===== src/rtl/apuf_eval_ctrl.sv =====
// Arbiter-PUF evaluation controller.
// Loads a challenge into the switch chain, fires NUM_EVAL races through it,
// counts how many races the arbiter resolved to 1, and returns the majority
// vote together with that count.
//
// Response handshake: resp_valid is raised once the final count has been
// folded into resp/resp_ones. resp, resp_ones and resp_valid hold steady
// until a cycle in which resp_valid and resp_ready are both high; on that
// edge the transfer completes, resp_valid and busy drop, and the controller
// returns to IDLE. A start seen during that same cycle is not accepted,
// because start is only looked at in IDLE.
module apuf_eval_ctrl #(
  parameter int CHAL_W     = 64,
  parameter int SETTLE_CYC = 8,
  parameter int NUM_EVAL   = 15
) (
  input  logic                            clk,
  input  logic                            rst_n,
  input  logic                            start,
  input  logic [CHAL_W-1:0]               chal_in,
  output logic                            busy,
  output logic [CHAL_W-1:0]               chal_out,
  output logic                            launch,
  input  logic                            arb_out,
  output logic                            resp,
  output logic [$clog2(NUM_EVAL+1)-1:0]   resp_ones,
  output logic                            resp_valid,
  input  logic                            resp_ready,
  output logic [2:0]                      dbg_state
);

  localparam int CNT_W = $clog2(NUM_EVAL + 1);
  localparam logic [7:0]       PHASE_LAST = 8'(SETTLE_CYC - 1);
  localparam logic [CNT_W-1:0] RACE_LAST  = CNT_W'(NUM_EVAL - 1);
  localparam logic [CNT_W-1:0] HALF       = CNT_W'(NUM_EVAL / 2);

  // Refuse to build with parameters the timing or the vote cannot support.
  if (SETTLE_CYC < 3 || SETTLE_CYC > 255) begin : g_bad_settle
    $error("apuf_eval_ctrl: SETTLE_CYC must be in 3..255");
  end
  if (NUM_EVAL < 1 || NUM_EVAL > 255 || (NUM_EVAL % 2) == 0) begin : g_bad_eval
    $error("apuf_eval_ctrl: NUM_EVAL must be odd and in 1..255");
  end

  typedef enum logic [2:0] {
    IDLE   = 3'd0,
    ARM    = 3'd1,
    FIRE   = 3'd2,
    SAMPLE = 3'd3,
    DONE   = 3'd4
  } state_t;

  state_t           state;
  state_t           state_next;
  logic [7:0]       phase_cnt;
  logic [CNT_W-1:0] race_cnt;
  logic             phase_last;
  logic             arb_m;
  logic             arb_s;

  assign phase_last = (phase_cnt == PHASE_LAST);
  assign dbg_state  = state;

  // Two-flop synchroniser for the asynchronous arbiter latch output.
  always_ff @(posedge clk or negedge rst_n) begin
    if (!rst_n) begin
      arb_m <= 1'b0;
      arb_s <= 1'b0;
    end else begin
      arb_m <= arb_out;
      arb_s <= arb_m;
    end
  end

  // Next-state decode: relax (ARM), race (FIRE), capture (SAMPLE), report (DONE).
  always_comb begin
    state_next = state;
    case (state)
      IDLE:    if (start) state_next = ARM;
      ARM:     if (phase_last) state_next = FIRE;
      FIRE:    if (phase_last) state_next = SAMPLE;
      SAMPLE:  state_next = (race_cnt == RACE_LAST) ? DONE : ARM;
      DONE:    if (resp_valid && resp_ready) state_next = IDLE;
      default: state_next = IDLE;
    endcase
  end

  // State register, datapath counters and registered outputs.
  // launch is taken from a flop loaded with the upcoming state so the race
  // pulse is aligned with FIRE and never sees decode glitches.
  always_ff @(posedge clk or negedge rst_n) begin
    if (!rst_n) begin
      state      <= IDLE;
      launch     <= 1'b0;
      busy       <= 1'b0;
      resp_valid <= 1'b0;
      resp       <= 1'b0;
      resp_ones  <= '0;
      chal_out   <= '0;
      phase_cnt  <= '0;
      race_cnt   <= '0;
    end else begin
      state  <= state_next;
      launch <= (state_next == FIRE);
      case (state)
        IDLE: begin
          if (start) begin
            chal_out  <= chal_in;
            race_cnt  <= '0;
            resp_ones <= '0;
            phase_cnt <= '0;
            resp      <= 1'b0;
            busy      <= 1'b1;
          end
        end
        ARM, FIRE: begin
          phase_cnt <= phase_last ? 8'd0 : phase_cnt + 8'd1;
        end
        SAMPLE: begin
          resp_ones <= resp_ones + CNT_W'(arb_s);
          race_cnt  <= race_cnt + CNT_W'(1);
        end
        DONE: begin
          // First DONE cycle latches the vote; afterwards wait for the consumer.
          if (!resp_valid) begin
            resp_valid <= 1'b1;
            resp       <= (resp_ones > HALF);
          end else if (resp_ready) begin
            resp_valid <= 1'b0;
            busy       <= 1'b0;
          end
        end
        default: ;
      endcase
    end
  end

endmodule

===== config.mk =====
export PLATFORM = sky130hd
export DESIGN_NAME = apuf_eval_ctrl
export DESIGN_NICKNAME = d
export VERILOG_FILES = /design/src/rtl/apuf_eval_ctrl.sv
export SDC_FILE = /design/constraint.sdc
export NUM_CORES = 1
export LEC_CHECK = 0
export BUFFER_PORTS_ARGS = -buffer_cell sky130_fd_sc_hd__buf_2
export CAP_MARGIN = 25
export CORE_UTILIZATION = 30
export DETAILED_ROUTE_END_ITERATION = 8
export PLACE_DENSITY = 0.55
export SLEW_MARGIN = 0
export SYNTH_ARGS = -nofsm -noshare
export SYNTH_HDL_FRONTEND = slang
export SYNTH_SLANG_ARGS = --single-unit

===== constraint.sdc =====
create_clock -name clk -period 2.6 [get_ports clk]
set_input_delay 0.52 -clock clk [delete_from_list [all_inputs] [get_ports clk]]
set_output_delay 0.52 -clock clk [all_outputs]
set_load 0.01 [all_outputs]

==> impl_metrics.ini, run 1 <==
[outcome]
outcome = complete, but fails checks
violations = design-rule violations

[sta]
setup_violations = 0
rsz0062_at_grt = false
tns_ns = 0
setup_ws_ns = 0.615
min_period_ns = 1.98
worst_clock_skew_ns = 0.00562
holdWs_ns = 0.188
fmax_mhz = 504
worst_pin_slew_ns = 0.584
finalCritPeriodShare = 0.763
drv_slew = 0
hold_viol = 0
relSlewSlack = 0.611

[die]
design.core.area_um2 = 11500
row_count = 39
die_w_um = 111
io_pins = 144
die_height_um = 111
initial_core_util = 0.311
die-area_um2 = 12400

[cells_and_area]
fin_nets = 477
area_delta_synth_final_pct = 34.8
multi_input_area_um2 = 1290
diodes = 0
layout_common_cells = 142 x buf_2, 89 x dfrtp_1, 65 x mux2_2, 13 x o21ai_0, 12 x nand2_1
seqCellArea_um2 = 2230
mostFrequentLayoutCell = buf_2
nFillCells = 1088
layout-drive-gt1-share = 0.571

[power]
powerDensity_nw_per_um2 = 1160
switchingPower_uw = 1720
swShare = 0.308
seqPwrFrac = 0.410
combPwrFrac = 0.327
irDropWorstVdd_mv = 0.450
p_leak_uw = 0.00232
p_clk_frac = 0.264
intPower_uw = 3870

[drt]
drt-total-wl_mm = 7.46
dr_total_vias = 2547
route.antenna.remaining_nets = 0
firstDrtPassIters = 6
drc = 10
viasPerCell = 4.62
wl_per_cell_um = 13.5
first_iter_violations = 113

[place]
gp_congestion = 0.739
place_ws_ns = 0.598
dp_hpwl_mm = 5.39
io_buffers = 143

[global_route]
antenna_found_initial = 0
grt_start_max_net_pins = 45
grt_overflow = 0
grt_pass1_wl_mm = 12.5
grt_use_total = 0.129
grt_pass1_vias = 2684

[worst_setup_path]
critPathArrivalTime_ns = 2.20
crit_type = flop to flop
start_kind = flop
r2r_start = dbg_state[1]
path_max_fanout = 33
cp-end-kind = flop
required_ns = 2.82
cpPeakStageDelay_ns = 0.51
reg2reg_depth = 3
critPathTopFamily = flip-flops
path_buf_inv = 1
crit_start = dbg_state[1]
path_depth = 3
path_cells = nor4b_4 -> buf_4 -> mux2_2
critPathSlowestCell = dfrtp_1

[clock_tree]
cts.sinks = 89
cts_buffer_depth = 2
hold_buffers = 0
cts_resized = 0
clk_latency_ns = 0.34
cts_tree = done
clk_pin_slew_ns = 0.06
cts_made_buffers = 9
h-tree-depth = 3
cts_setup_buffers = 0
clockRootBuffer = clkbuf_16

[synthesis]
synth_cells = 256
synth_cell_type_count = 35
synth_fp_nets = 330
ys_seq_area_frac = 0.623
synth_area_um2 = 3580
synth_area_per_cell_um2 = 14.0
yosys_warnings = 0
ys_seq_elements = 89

[min_path]
hold_class = input pin to asynchronous set/reset pin

[job]
max_cap_viol_count = 0
per-stage QoR:
step                      cells  instance area (um^2)  utilization  power (uW)
after detailed placement    535                  4480        0.389        4170
after global routing        551                  4820        0.419        5950
final                       551                  4820        0.419        5590
after global placement      535                  4480        0.389        4120
after CTS                   551                  4820        0.419        5680
after floorplan             256                  3580            -        3370
power by group through the flow:
stage / Combinational, uW / Sequential [uW] / Clock (uW)
4_1_cts: 1860 / 2300 / 1530
6_report: 1830 / 2290 / 1470
2_1_floorplan: 830 / 2540 / 0
3_5_place_dp: 1860 / 2310 / 0
3_3_place_gp: 1830 / 2290 / 0
5_1_grt: 2000 / 2380 / 1580
synth_stat cells (all sizes together):
master / count / share of area
and2: 1 / 0.0017
or4: 3 / 0.0063
or2b: 1 / 0.0021
nand2b: 2 / 0.0035
and4: 1 / 0.0024
nand4: 4 / 0.0070
nand3: 4 / 0.0056
xor2: 3 / 0.0073
a22o: 2 / 0.0049
nor2: 8 / 0.0084
mux2: 65 / 0.20
a21oi: 8 / 0.013
o31ai: 2 / 0.0042
inv: 3 / 0.0031
a21o: 2 / 0.0042
o21ai: 13 / 0.018
a31oi: 2 / 0.0035
nand3b: 2 / 0.0042
and3b: 1 / 0.0024
a21boi: 1 / 0.0021
nor2b: 1 / 0.0017
ha: 5 / 0.017
or2: 1 / 0.0024
a32o: 1 / 0.0028
dfrtp: 89 / 0.62
a211oi: 1 / 0.0021
clkbuf: 4 / 0.0042
o22a: 1 / 0.0024
or3: 2 / 0.0035
buf: 8 / 0.011
and3: 1 / 0.0017
nand2: 12 / 0.013
nor4b: 1 / 0.0042
o22ai: 1 / 0.0017
worst register-to-register path: cells and delay by family, from the launching register on:
family,cells,cell delay [ns]
AND/OR/NAND/NOR,1,0.48
flip-flops,1,0.51
multiplexers,1,0.40
buffers and inverters,1,0.47
area by class of cell:
class | instances | area share
repair buffers | 148 | 0.159
multi-input cells | 152 | 0.268
inverters | 3 | 0.00234
clock buffers | 9 | 0.0467
clock inverters | 7 | 0.0246
well taps | 143 | 0.0371
flip-flops and latches | 89 | 0.462
flip-flops by register name (all words and copies together), names as in the netlist, 3 cells and up:
signal,flops
dbg_state,3
chal_out,64
resp_ones,4
race_cnt,4
phase_cnt,8
cell families after synthesis:
family	Yosys count	share of synthesized area
AO/OA/AOI/OAI	34	0.0595
multiplexers	65	0.205
flip-flops	89	0.623
AND/OR/NAND/NOR	45	0.0700
buffers and inverters	15	0.0185
XOR/XNOR	3	0.00735
adder cells (fa/ha/maj)	5	0.0175
worst paths after layout:
check / endpoint / slack (ns)
max: chal_out[34] / 0.62
max reg2reg: chal_out[34] / 0.62
min in group clk: arb_m / 0.30
min: chal_out[31] / 0.19
max in group asynchronous: chal_out[42] / 1.77
min reg2reg: arb_s / 0.36
routing by layer:
layer / track usage / share of wire / wire length (um) / up-vias
met1: 0.154 / 0.42 / 3160 / 1251
met4: 0.0505 / 0.015 / 110 / 0
li1: - / - / - / 1204
met5: 0 / 0 / 0 / -
met3: 0.0498 / 0.079 / 592 / 7
met2: 0.209 / 0.48 / 3600 / 85
Note: power is estimated with default switching activity, not from simulation.
==> run 2, diff against run 1 <==
- PLACE_DENSITY: 0.55 -> 0.57
- clock period: 2.6 -> 1.8 ns (I/O delays scaled with it)
==> run 2 against run 1 <==
The flow still finishes with violations (design-rule violations). Die area is the same. Core utilization grew 0.78 points. Via count grew 3.1%. Critical path depth grew 1. Register-to-register slack lost 0.59 ns. Global-route usage grew 0.60 points. Clock skew is essentially flat. First-iteration DRC count shrank 26%. Clock power grew 29%. Maximum frequency grew 12%. Non-clock buffer count grew 13.
==> impl_metrics.ini, run 2 (synthesis results as in run 1) <==
[outcome]
outcome = complete, but fails checks
violations = design-rule violations

[sta]
hold_viol = 0
drv_slew = 0
setup_violations = 0
setup_ws_ns = 0.0275
fmax_mhz = 564
min_period_ns = 1.77
worst_clock_skew_ns = 0.00526
relSlewSlack = 0.729
finalCritPeriodShare = 0.985
holdWs_ns = 0.125
worst_pin_slew_ns = 0.406
rsz0062_at_grt = true

[power]
p_leak_uw = 0.00238
swShare = 0.314
combPwrFrac = 0.351
seqPwrFrac = 0.410
irDropWorstVdd_mv = 0.967
switchingPower_uw = 2510
p_clk_frac = 0.238
intPower_uw = 5470
powerDensity_nw_per_um2 = 1620

[cells_and_area]
layout_common_cells = 142 x buf_2, 89 x dfrtp_1, 65 x mux2_2, 15 x buf_4, 13 x o21ai_0
diodes = 0
nFillCells = 1115
fin_area_um2 = 4910
top_regs = chal_out: 64 flops, phase_cnt: 8 flops
fin_nets = 490
layout-drive-gt1-share = 0.587
area_delta_synth_final_pct = 37.3
largest_register_ffs = 64
utilization = 0.427
mostFrequentLayoutCell = buf_2
regMostFlops = chal_out

[place]
gp_congestion = 0.697
io_buffers = 143
placed_area_um2 = 4580
place_ws_ns = 0.00632
dp_hpwl_mm = 5.54

[global_route]
antenna_found_initial = 0
grt_use_total = 0.135
grt_pass1_vias = 2794
grt_overflow = 0
grt_start_max_net_pins = 35
grt_pass1_wl_mm = 13.3

[min_path]
hold_class = input pin to flop

[die]
design.core.area_um2 = 11500
row_count = 39
initial_core_util = 0.311
die_height_um = 111
io_pins = 144
die-area_um2 = 12400
die_w_um = 111

[drt]
dr_total_vias = 2625
viasPerCell = 4.65
firstDrtPassIters = 6
route.antenna.remaining_nets = 0
drt-total-wl_mm = 7.53
first_iter_violations = 84
wl_per_cell_um = 13.3
drc = 12

[clock_tree]
clk_pin_slew_ns = 0.06
h-tree-depth = 3
cts.sinks = 89
cts_buffer_depth = 2
cts_tree = done
clk_latency_ns = 0.34
cts_made_buffers = 9
clockRootBuffer = clkbuf_16

[worst_setup_path]
crit_type = flop to flop
required_ns = 2.03
critPathArrivalTime_ns = 2.01
cp-end-kind = flop
path_max_fanout = 7
start_kind = flop

[job]
max_cap_viol_count = 0
==> run 2: power groups by stage <==
stage               Clock (uW)  Sequential, uW  Combinational [uW]
finish                    1900            3270                2800
global route              2040            3400                3070
CTS                       1990            3290                2820
detailed placement           0            3320                2810
global placement             0            3270                2760
floorplan                    0            3670                1210
==> run 2: through the flow <==
stage               setup TNS (ns)  total power, uW  cells
floorplan                        0             4880    256
global placement                 0             6030    547
detailed placement               0             6130    547
CTS                              0             8100    564
global route               -0.0836             8520    564
finish                           0             7970    564
==> run 2: worst paths after layout <==
check | from | to | slack [ns] | depth (start not counted)
min | arb_out | arb_m | 0.12 | 1
max reg2reg | phase_cnt[5] | dbg_state[0] | 0.03 | 4
max | phase_cnt[5] | dbg_state[0] | 0.03 | 4
max in group asynchronous | rst_n | chal_out[59] | 0.68 | 3
min reg2reg | arb_m | arb_s | 0.35 | 0
min in group asynchronous | rst_n | chal_out[29] | 0.49 | 2
==> run 2: cell type report <==
cell class | instances | area [um^2] | area share
clock buffers | 11 | 243 | 0.0494
repair buffers | 161 | 885 | 0.180
clock inverters | 5 | 62.6 | 0.0127
inverters | 3 | 11.3 | 0.00229
multi-input cells | 152 | 1310 | 0.266
well taps | 143 | 179 | 0.0364
flip-flops and latches | 89 | 2230 | 0.453
==> run 2: timing repair <==
item	4_1_cts	5_1_grt
buffers inserted	0	0
hold buffers	1	0
pin swaps	0	4
endpoints found under the hold margin	26	0
setup endpoints to repair	3	38
gates resized for setup	1	3
==> run 2: critical path, stage by stage (launching register included) <==
cell and delay, ns:
dfrtp_1 0.40, or4_4 0.54, or3_4 0.39, o22a_1 0.17, a21o_1 0.17
==> run 2: routing by layer <==
layer / vias up / routed length [um] / GRT usage
met4: 0 / 98 / 0.0432
met2: 87 / 3820 / 0.228
met3: 7 / 586 / 0.0618
met1: 1294 / 3020 / 0.151
li1: 1237 / - / -
met5: - / 0 / 0
